**src/rtl/cpu_control_unit_if.sv**
```systemverilog
// Bus between the control unit, the program memory and the ALU/register file.
// The control unit drives addresses, strobes and flags; memory and ALU return
// the instruction byte and the ALU status flags.
interface cpu_control_unit_if;
  logic [7:0] mem_data;
  logic       alu_z;
  logic       alu_c;
  logic [7:0] pc;
  logic [3:0] alu_sel;
  logic [3:0] reg_addr;
  logic       accum_we;
  logic [1:0] accum_src;
  logic       reg_we;
  logic [7:0] imm;
  logic       zf;
  logic       cf;
  logic       halted;

  modport master (
    input  mem_data, alu_z, alu_c,
    output pc, alu_sel, reg_addr, accum_we, accum_src, reg_we, imm, zf, cf, halted
  );

  modport slave (
    output mem_data, alu_z, alu_c,
    input  pc, alu_sel, reg_addr, accum_we, accum_src, reg_we, imm, zf, cf, halted
  );
endinterface

```
**src/rtl/cpu_control_unit.sv**
```systemverilog
// Multi-cycle control unit for a small accumulator CPU.
// Fetches one- or two-byte instructions from a combinational program memory,
// sequences the ALU and accumulator/register-file strobes, and holds the
// architectural zero/carry flags. All strobes are decoded from the current
// state, so an asynchronous reset clears them in the same instant.
module cpu_control_unit (
  input  logic                       clk,
  input  logic                       rst,
  cpu_control_unit_if.master         ctrl_io
);

  typedef enum logic [2:0] {
    S_FETCH,
    S_DECODE,
    S_FETCH_IMM,
    S_EXEC,
    S_WB,
    S_HALT
  } state_e;

  localparam logic [3:0] OP_NOP  = 4'b0000;
  localparam logic [3:0] OP_ADD  = 4'b0001;
  localparam logic [3:0] OP_SUB  = 4'b0010;
  localparam logic [3:0] OP_NOR  = 4'b0011;
  localparam logic [3:0] OP_MOVR = 4'b0100;
  localparam logic [3:0] OP_MOVA = 4'b0101;
  localparam logic [3:0] OP_JZ   = 4'b0110;
  localparam logic [3:0] OP_JC   = 4'b0111;
  localparam logic [3:0] OP_JMP  = 4'b1000;
  localparam logic [3:0] OP_LDI  = 4'b1001;
  localparam logic [3:0] OP_SHL  = 4'b1011;
  localparam logic [3:0] OP_SHR  = 4'b1100;
  localparam logic [3:0] OP_HALT = 4'b1111;

  localparam logic [1:0] SRC_ALU = 2'b00;
  localparam logic [1:0] SRC_REG = 2'b01;
  localparam logic [1:0] SRC_IMM = 2'b10;

  state_e     state_q, state_d;
  logic [7:0] pc_q, pc_d;
  logic [7:0] ir_q, ir_d;
  logic [7:0] imm_q, imm_d;
  logic       zf_q, zf_d;
  logic       cf_q, cf_d;

  logic [3:0] opcode;
  logic [3:0] alu_sel_o;
  logic       accum_we_o;
  logic [1:0] accum_src_o;
  logic       reg_we_o;
  logic       halted_o;

  assign opcode = ir_q[7:4];

  function automatic logic isAluOp(input logic [3:0] op);
    return (op == OP_ADD) || (op == OP_SUB) || (op == OP_NOR) ||
           (op == OP_SHL) || (op == OP_SHR);
  endfunction

  function automatic logic isTwoByte(input logic [3:0] op);
    return (op == OP_LDI) || (op == OP_JMP) || (op == OP_JZ) || (op == OP_JC);
  endfunction

  // State and architectural registers; reset returns the machine to FETCH at 00.
  always_ff @(posedge clk or posedge rst) begin
    if (rst) begin
      state_q <= S_FETCH;
      pc_q    <= 8'h00;
      ir_q    <= 8'h00;
      imm_q   <= 8'h00;
      zf_q    <= 1'b0;
      cf_q    <= 1'b0;
    end else begin
      state_q <= state_d;
      pc_q    <= pc_d;
      ir_q    <= ir_d;
      imm_q   <= imm_d;
      zf_q    <= zf_d;
      cf_q    <= cf_d;
    end
  end

  // Next-state logic: instruction sequencing, pc updates, branch resolution and flag capture.
  always_comb begin
    state_d = state_q;
    pc_d    = pc_q;
    ir_d    = ir_q;
    imm_d   = imm_q;
    zf_d    = zf_q;
    cf_d    = cf_q;
    case (state_q)
      S_FETCH: begin
        ir_d    = ctrl_io.mem_data;
        pc_d    = pc_q + 8'd1;
        state_d = S_DECODE;
      end
      S_DECODE: begin
        if (opcode == OP_HALT) begin
          state_d = S_HALT;
        end else if (isTwoByte(opcode)) begin
          state_d = S_FETCH_IMM;
        end else if (isAluOp(opcode) || (opcode == OP_MOVR) || (opcode == OP_MOVA)) begin
          state_d = S_EXEC;
        end else begin
          state_d = S_FETCH;
        end
      end
      S_FETCH_IMM: begin
        imm_d   = ctrl_io.mem_data;
        pc_d    = pc_q + 8'd1;
        state_d = S_EXEC;
      end
      S_EXEC: begin
        case (opcode)
          OP_JMP:  pc_d = imm_q;
          OP_JZ:   if (zf_q) pc_d = imm_q;
          OP_JC:   if (cf_q) pc_d = imm_q;
          default: pc_d = pc_q;
        endcase
        state_d = isAluOp(opcode) ? S_WB : S_FETCH;
      end
      S_WB: begin
        zf_d    = ctrl_io.alu_z;
        cf_d    = ctrl_io.alu_c;
        state_d = S_FETCH;
      end
      S_HALT: begin
        state_d = S_HALT;
      end
      default: begin
        state_d = S_FETCH;
      end
    endcase
  end

  // Output decode: ALU select and single-cycle write strobes derived from state and opcode.
  always_comb begin
    alu_sel_o   = OP_NOP;
    accum_we_o  = 1'b0;
    accum_src_o = SRC_ALU;
    reg_we_o    = 1'b0;
    halted_o    = 1'b0;
    case (state_q)
      S_EXEC: begin
        if (isAluOp(opcode)) begin
          alu_sel_o = opcode;
        end
        case (opcode)
          OP_MOVR: begin
            accum_we_o  = 1'b1;
            accum_src_o = SRC_REG;
          end
          OP_MOVA: begin
            reg_we_o = 1'b1;
          end
          OP_LDI: begin
            accum_we_o  = 1'b1;
            accum_src_o = SRC_IMM;
          end
          default: begin
            accum_we_o = 1'b0;
          end
        endcase
      end
      S_WB: begin
        alu_sel_o   = opcode;
        accum_we_o  = 1'b1;
        accum_src_o = SRC_ALU;
      end
      S_HALT: begin
        halted_o = 1'b1;
      end
      default: begin
        halted_o = 1'b0;
      end
    endcase
  end

  assign ctrl_io.pc        = pc_q;
  assign ctrl_io.imm       = imm_q;
  assign ctrl_io.zf        = zf_q;
  assign ctrl_io.cf        = cf_q;
  assign ctrl_io.reg_addr  = ir_q[3:0];
  assign ctrl_io.alu_sel   = alu_sel_o;
  assign ctrl_io.accum_we  = accum_we_o;
  assign ctrl_io.accum_src = accum_src_o;
  assign ctrl_io.reg_we    = reg_we_o;
  assign ctrl_io.halted    = halted_o;

endmodule

```
**src/flat_wrapper.sv**
```systemverilog
// flat-port wrapper written by rule: the top's interface ports become plain ports
module cpu_control_unit_flat 
  (clk, rst, ctrl_io_mem_data, ctrl_io_alu_z, ctrl_io_alu_c, ctrl_io_pc, ctrl_io_alu_sel, ctrl_io_reg_addr, ctrl_io_accum_we, ctrl_io_accum_src, ctrl_io_reg_we, ctrl_io_imm, ctrl_io_zf, ctrl_io_cf, ctrl_io_halted);
  cpu_control_unit_if ctrl_io_i ();
  input  logic clk;
  input  logic rst;
  input wire logic [$bits(ctrl_io_i.mem_data)-1:0] ctrl_io_mem_data;
  input wire logic [$bits(ctrl_io_i.alu_z)-1:0] ctrl_io_alu_z;
  input wire logic [$bits(ctrl_io_i.alu_c)-1:0] ctrl_io_alu_c;
  output wire logic [$bits(ctrl_io_i.pc)-1:0] ctrl_io_pc;
  output wire logic [$bits(ctrl_io_i.alu_sel)-1:0] ctrl_io_alu_sel;
  output wire logic [$bits(ctrl_io_i.reg_addr)-1:0] ctrl_io_reg_addr;
  output wire logic [$bits(ctrl_io_i.accum_we)-1:0] ctrl_io_accum_we;
  output wire logic [$bits(ctrl_io_i.accum_src)-1:0] ctrl_io_accum_src;
  output wire logic [$bits(ctrl_io_i.reg_we)-1:0] ctrl_io_reg_we;
  output wire logic [$bits(ctrl_io_i.imm)-1:0] ctrl_io_imm;
  output wire logic [$bits(ctrl_io_i.zf)-1:0] ctrl_io_zf;
  output wire logic [$bits(ctrl_io_i.cf)-1:0] ctrl_io_cf;
  output wire logic [$bits(ctrl_io_i.halted)-1:0] ctrl_io_halted;
  assign ctrl_io_i.mem_data = ctrl_io_mem_data;
  assign ctrl_io_i.alu_z = ctrl_io_alu_z;
  assign ctrl_io_i.alu_c = ctrl_io_alu_c;
  assign ctrl_io_pc = ctrl_io_i.pc;
  assign ctrl_io_alu_sel = ctrl_io_i.alu_sel;
  assign ctrl_io_reg_addr = ctrl_io_i.reg_addr;
  assign ctrl_io_accum_we = ctrl_io_i.accum_we;
  assign ctrl_io_accum_src = ctrl_io_i.accum_src;
  assign ctrl_io_reg_we = ctrl_io_i.reg_we;
  assign ctrl_io_imm = ctrl_io_i.imm;
  assign ctrl_io_zf = ctrl_io_i.zf;
  assign ctrl_io_cf = ctrl_io_i.cf;
  assign ctrl_io_halted = ctrl_io_i.halted;
  cpu_control_unit u_core (.clk(clk), .rst(rst), .ctrl_io(ctrl_io_i));
endmodule
```
**config.mk**
```make
export PLATFORM = sky130hd
export DESIGN_NAME = cpu_control_unit_flat
export DESIGN_NICKNAME = d
export VERILOG_FILES = /design/src/rtl/cpu_control_unit_if.sv /design/src/rtl/cpu_control_unit.sv /design/src/flat_wrapper.sv
export SDC_FILE = /design/constraint.sdc
export NUM_CORES = 1
export LEC_CHECK = 0
export ABC_AREA = 1
export CELL_PAD_IN_SITES_DETAIL_PLACEMENT = 0
export CELL_PAD_IN_SITES_GLOBAL_PLACEMENT = 1
export CORE_MARGIN = 3
export CORE_UTILIZATION = 30
export CTS_BUF_LIST = sky130_fd_sc_hd__clkbuf_16
export CTS_CLUSTER_DIAMETER = 30
export DETAILED_ROUTE_END_ITERATION = 10
export DONT_BUFFER_PORTS = 1
export PLACE_DENSITY = 0.56
export SYNTH_ARGS = -nofsm -noshare
export SYNTH_HDL_FRONTEND = slang
export SYNTH_SLANG_ARGS = --single-unit
```
**constraint.sdc**
```tcl
create_clock -name clk -period 1.45 [get_ports clk]
set_input_delay 0.3625 -clock clk [delete_from_list [all_inputs] [get_ports clk]]
set_output_delay 0.3625 -clock clk [all_outputs]
set_load 0.005 [all_outputs]
```
==> out/metrics.cfg <==
[timing]
min_period_ns=1.66
fmax_mhz=601
skew_ns=0.00678
rsz0062_at_grt=yes
finalCritPeriodShare_pct=115
setup_viol=8
hold_violations=0
layout_setup_ws_ns=-0.214
fin_tns_setup_ns=-1.49
slew_headroom_pct=73.6
drv_slew=0
tightest_slew_ns=0.396

[yosys]
yosysTopAreaCell=dfrtp_1
synth-simple-area-share_pct=34.7
synth.avg_cell_area_um2=7.39
netlist.area_leader.share_pct=45.5
synth_compound_area_share_pct=9.73
syn_inst=216
synthTopCellsByArea=dfrtp_1 (45%), nand2_1 (16%), nand3_1 (6.6%)
synth-xor-area-share_pct=0
yosys_register_bits=29
synth-seq-area-share_pct=45.5
synth_nets=229
synthMuxAreaShare_pct=0
netlist-cell-type-count=27
synth_top_family_by_area=simple AND/OR/NAND/NOR gates
syn_area_um2=1600
yosysWarnings=0
synth_fa_ha_area_share_pct=0.784

[grt]
grt.overflow.total=0
antenna_found_initial=0
grt_pass1_wl_mm=7.28
grt_usage_pct=15.1
grt_max_degree=30
grt_pass1_vias=1485

[critical_path]
cp-start-kind=register
ff2ff_path_depth=8
crit_type=reg -> out
end_kind=output pin
regToRegSetupSlack_ns=0.06
r2r_end=u_core.ctrl_io.pc[5]
cp.required_ns=1.09
crit-reg2reg-launch=u_core.state_q[0]
crit_arrival_ns=1.30
cp_max_fo=6

[clock_network]
cts.sinks=29
cts_tree=yes
insertion_delay_ns=0.27
clockBufferDepth=2
numCtsBuffers=5
cts.clk_slew.worst_paths_ns=0.05
clockRootBuffer=clkbuf_16
h-tree-depth=2

[drt]
viasPerCell=4.91
wire_per_inst_um=15.2
drtAntennaViolNets=0
wirelength_mm=4.80
drc_errors=0
firstDrtPassIters=4
drt_iter0_drc=40
vias=1551

[layout]
syn2layout_area_growth_pct=36.5
final_common_cell=nand2_1
fillers=517
drive_gt1_share_pct=33.7
mostFrequentLayoutCells=nand2_1 (62), buf_4 (27), dfrtp_1 (24)
diodes=0
final_util_pct=44.1
finalNetCount=261

[floorplan]
start_util_pct=32.3
std_cell_rows=25
die_x_um=78.9
io_pins=43
die_h_um=78.9
die-area_um2=6230
core_region_area_um2=4940

[pwr]
netSwitchingFraction_pct=45.3
p_comb_share_pct=51.3
p_seq_share_pct=31.1
p_leak_nw=1.07
power_switching_w=0.00248
clkPwrFrac_pct=17.7
power_density_nw_per_um2=2520
ir_drop_uv=759
p_int_w=0.00300

[job]
drv_cap=0

[placement]
port_buffers=0
globalplace.congestion=0.898
dp.final_hpwl_mm=3.24

[status]
status=finished with violations
violations=setup timing

[hold_path]
hold_path_class=in -> async

[cell usage after synthesis]
| library cell | count |
|---|---|
| dfrtp_1 | 29 |
| nand2_1 | 70 |
| a21oi_1 | 5 |
| o21ai_1 | 2 |
| inv_2 | 3 |
| nor4_1 | 1 |
| or2_0 | 1 |
| nand4_1 | 1 |
| nor3_1 | 4 |
| buf_6 | 1 |
| or2_2 | 2 |
| inv_1 | 22 |
| o21bai_1 | 1 |
| ha_1 | 1 |
| a31oi_1 | 1 |
| nor2_4 | 1 |
| nand2_4 | 2 |
| buf_2 | 2 |
| nand3_4 | 1 |
| nand3_1 | 21 |
| nand2_2 | 2 |
| buf_4 | 4 |
| nor2_1 | 16 |
| o21ai_0 | 20 |
| nand3_2 | 1 |
| o22ai_1 | 1 |
| clkinv_1 | 1 |
[state kept, by name (all words and copies together) (netlist names)]
signal,count
u_core.state_q,3
u_core.ctrl_io.cf,1
u_core.ctrl_io.imm,8
u_core.ctrl_io.pc,8
u_core.ctrl_io.zf,1
u_core.ir_q,8
[area by class of cell]
type                            count  area [µm²]  area share (%)
Clock buffer                        5         125            5.74
Clock inverter                      3        12.5           0.574
Inverter                           26         101            4.65
Multi-Input combinational cell    156         887            40.7
Sequential cell                    29         732            33.6
Tap cell                           67        83.8            3.85
Timing Repair Buffer               30         236            10.9
[cell families (layout without fill, tap and decap cells)]
| logic type | count (synthesis) | count (layout) |
|---|---|---|
| AOI/OAI and AO/OA | 30 | 30 |
| adders and majority gates | 1 | 1 |
| buffers and inverters | 33 | 64 |
| DFF | 29 | 29 |
| and+or+nand+nor | 123 | 125 |
[worst max-delay path, cell delays in order, from the launching register on]
cell and delay (ns):
dfrtp_1 0.38, inv_2 0.08, nor2_4 0.13, nand2_4 0.10, inv_2 0.08, nand2_2 0.09, a21oi_2 0.17
[worst max-delay path by stage]
stage	start	endpoint	slack, ns	cells past startpoint
final	u_core.state_q[1]	ctrl_io_alu_sel[3]	-0.21	6
after global routing	u_core.state_q[1]	ctrl_io_alu_sel[3]	-0.29	6
after CTS	u_core.state_q[2]	ctrl_io_accum_we	-0.21	4
after detailed placement	u_core.ir_q[5]	ctrl_io_alu_sel[1]	0.01	5
after global placement	u_core.ir_q[4]	ctrl_io_alu_sel[0]	0.03	5
after floorplan	u_core.state_q[2]	ctrl_io_accum_we	0.02	4
[power groups by stage]
| stage | Clock (W) | Combinational (W) | Sequential (W) |
|---|---|---|---|
| detailed placement | 0 | 0.00205 | 0.00169 |
| floorplan | 0 | 0.00151 | 0.00157 |
| global route | 0.00101 | 0.00313 | 0.00176 |
| global placement | 0 | 0.00202 | 0.00168 |
| CTS | 0.000988 | 0.00238 | 0.00168 |
| finish | 0.000968 | 0.00281 | 0.00170 |
[repair_timing]
item	CTS	global route
gates cloned	0	2
setup buffers	7	5
hold buffers	0	0
setup endpoints to repair	9	17
pin swaps	6	14
resized for setup	23	25
[per-layer routing]
layer	global-route usage (%)	part of all wire (%)
met5	0	0
met3	5.67	7.5
met1	17.6	42
met2	25.6	49
met4	5.33	1.5
[through the flow]
step | hold WS (ns) | setup slack (ns) | cell area (µm²) | instances | power (W)
2_1_floorplan | 0.441 | 0.0187 | 1600 | 216 | 0.00307
3_5_place_dp | 0.363 | 0.0134 | 1760 | 294 | 0.00374
3_3_place_gp | 0.352 | 0.0251 | 1760 | 294 | 0.00370
5_1_grt | 0.122 | -0.289 | 2180 | 316 | 0.00590
4_1_cts | 0.0702 | -0.214 | 2030 | 309 | 0.00504
6_report | 0.0610 | -0.214 | 2180 | 316 | 0.00548
(Power assumes the default switching activity.)
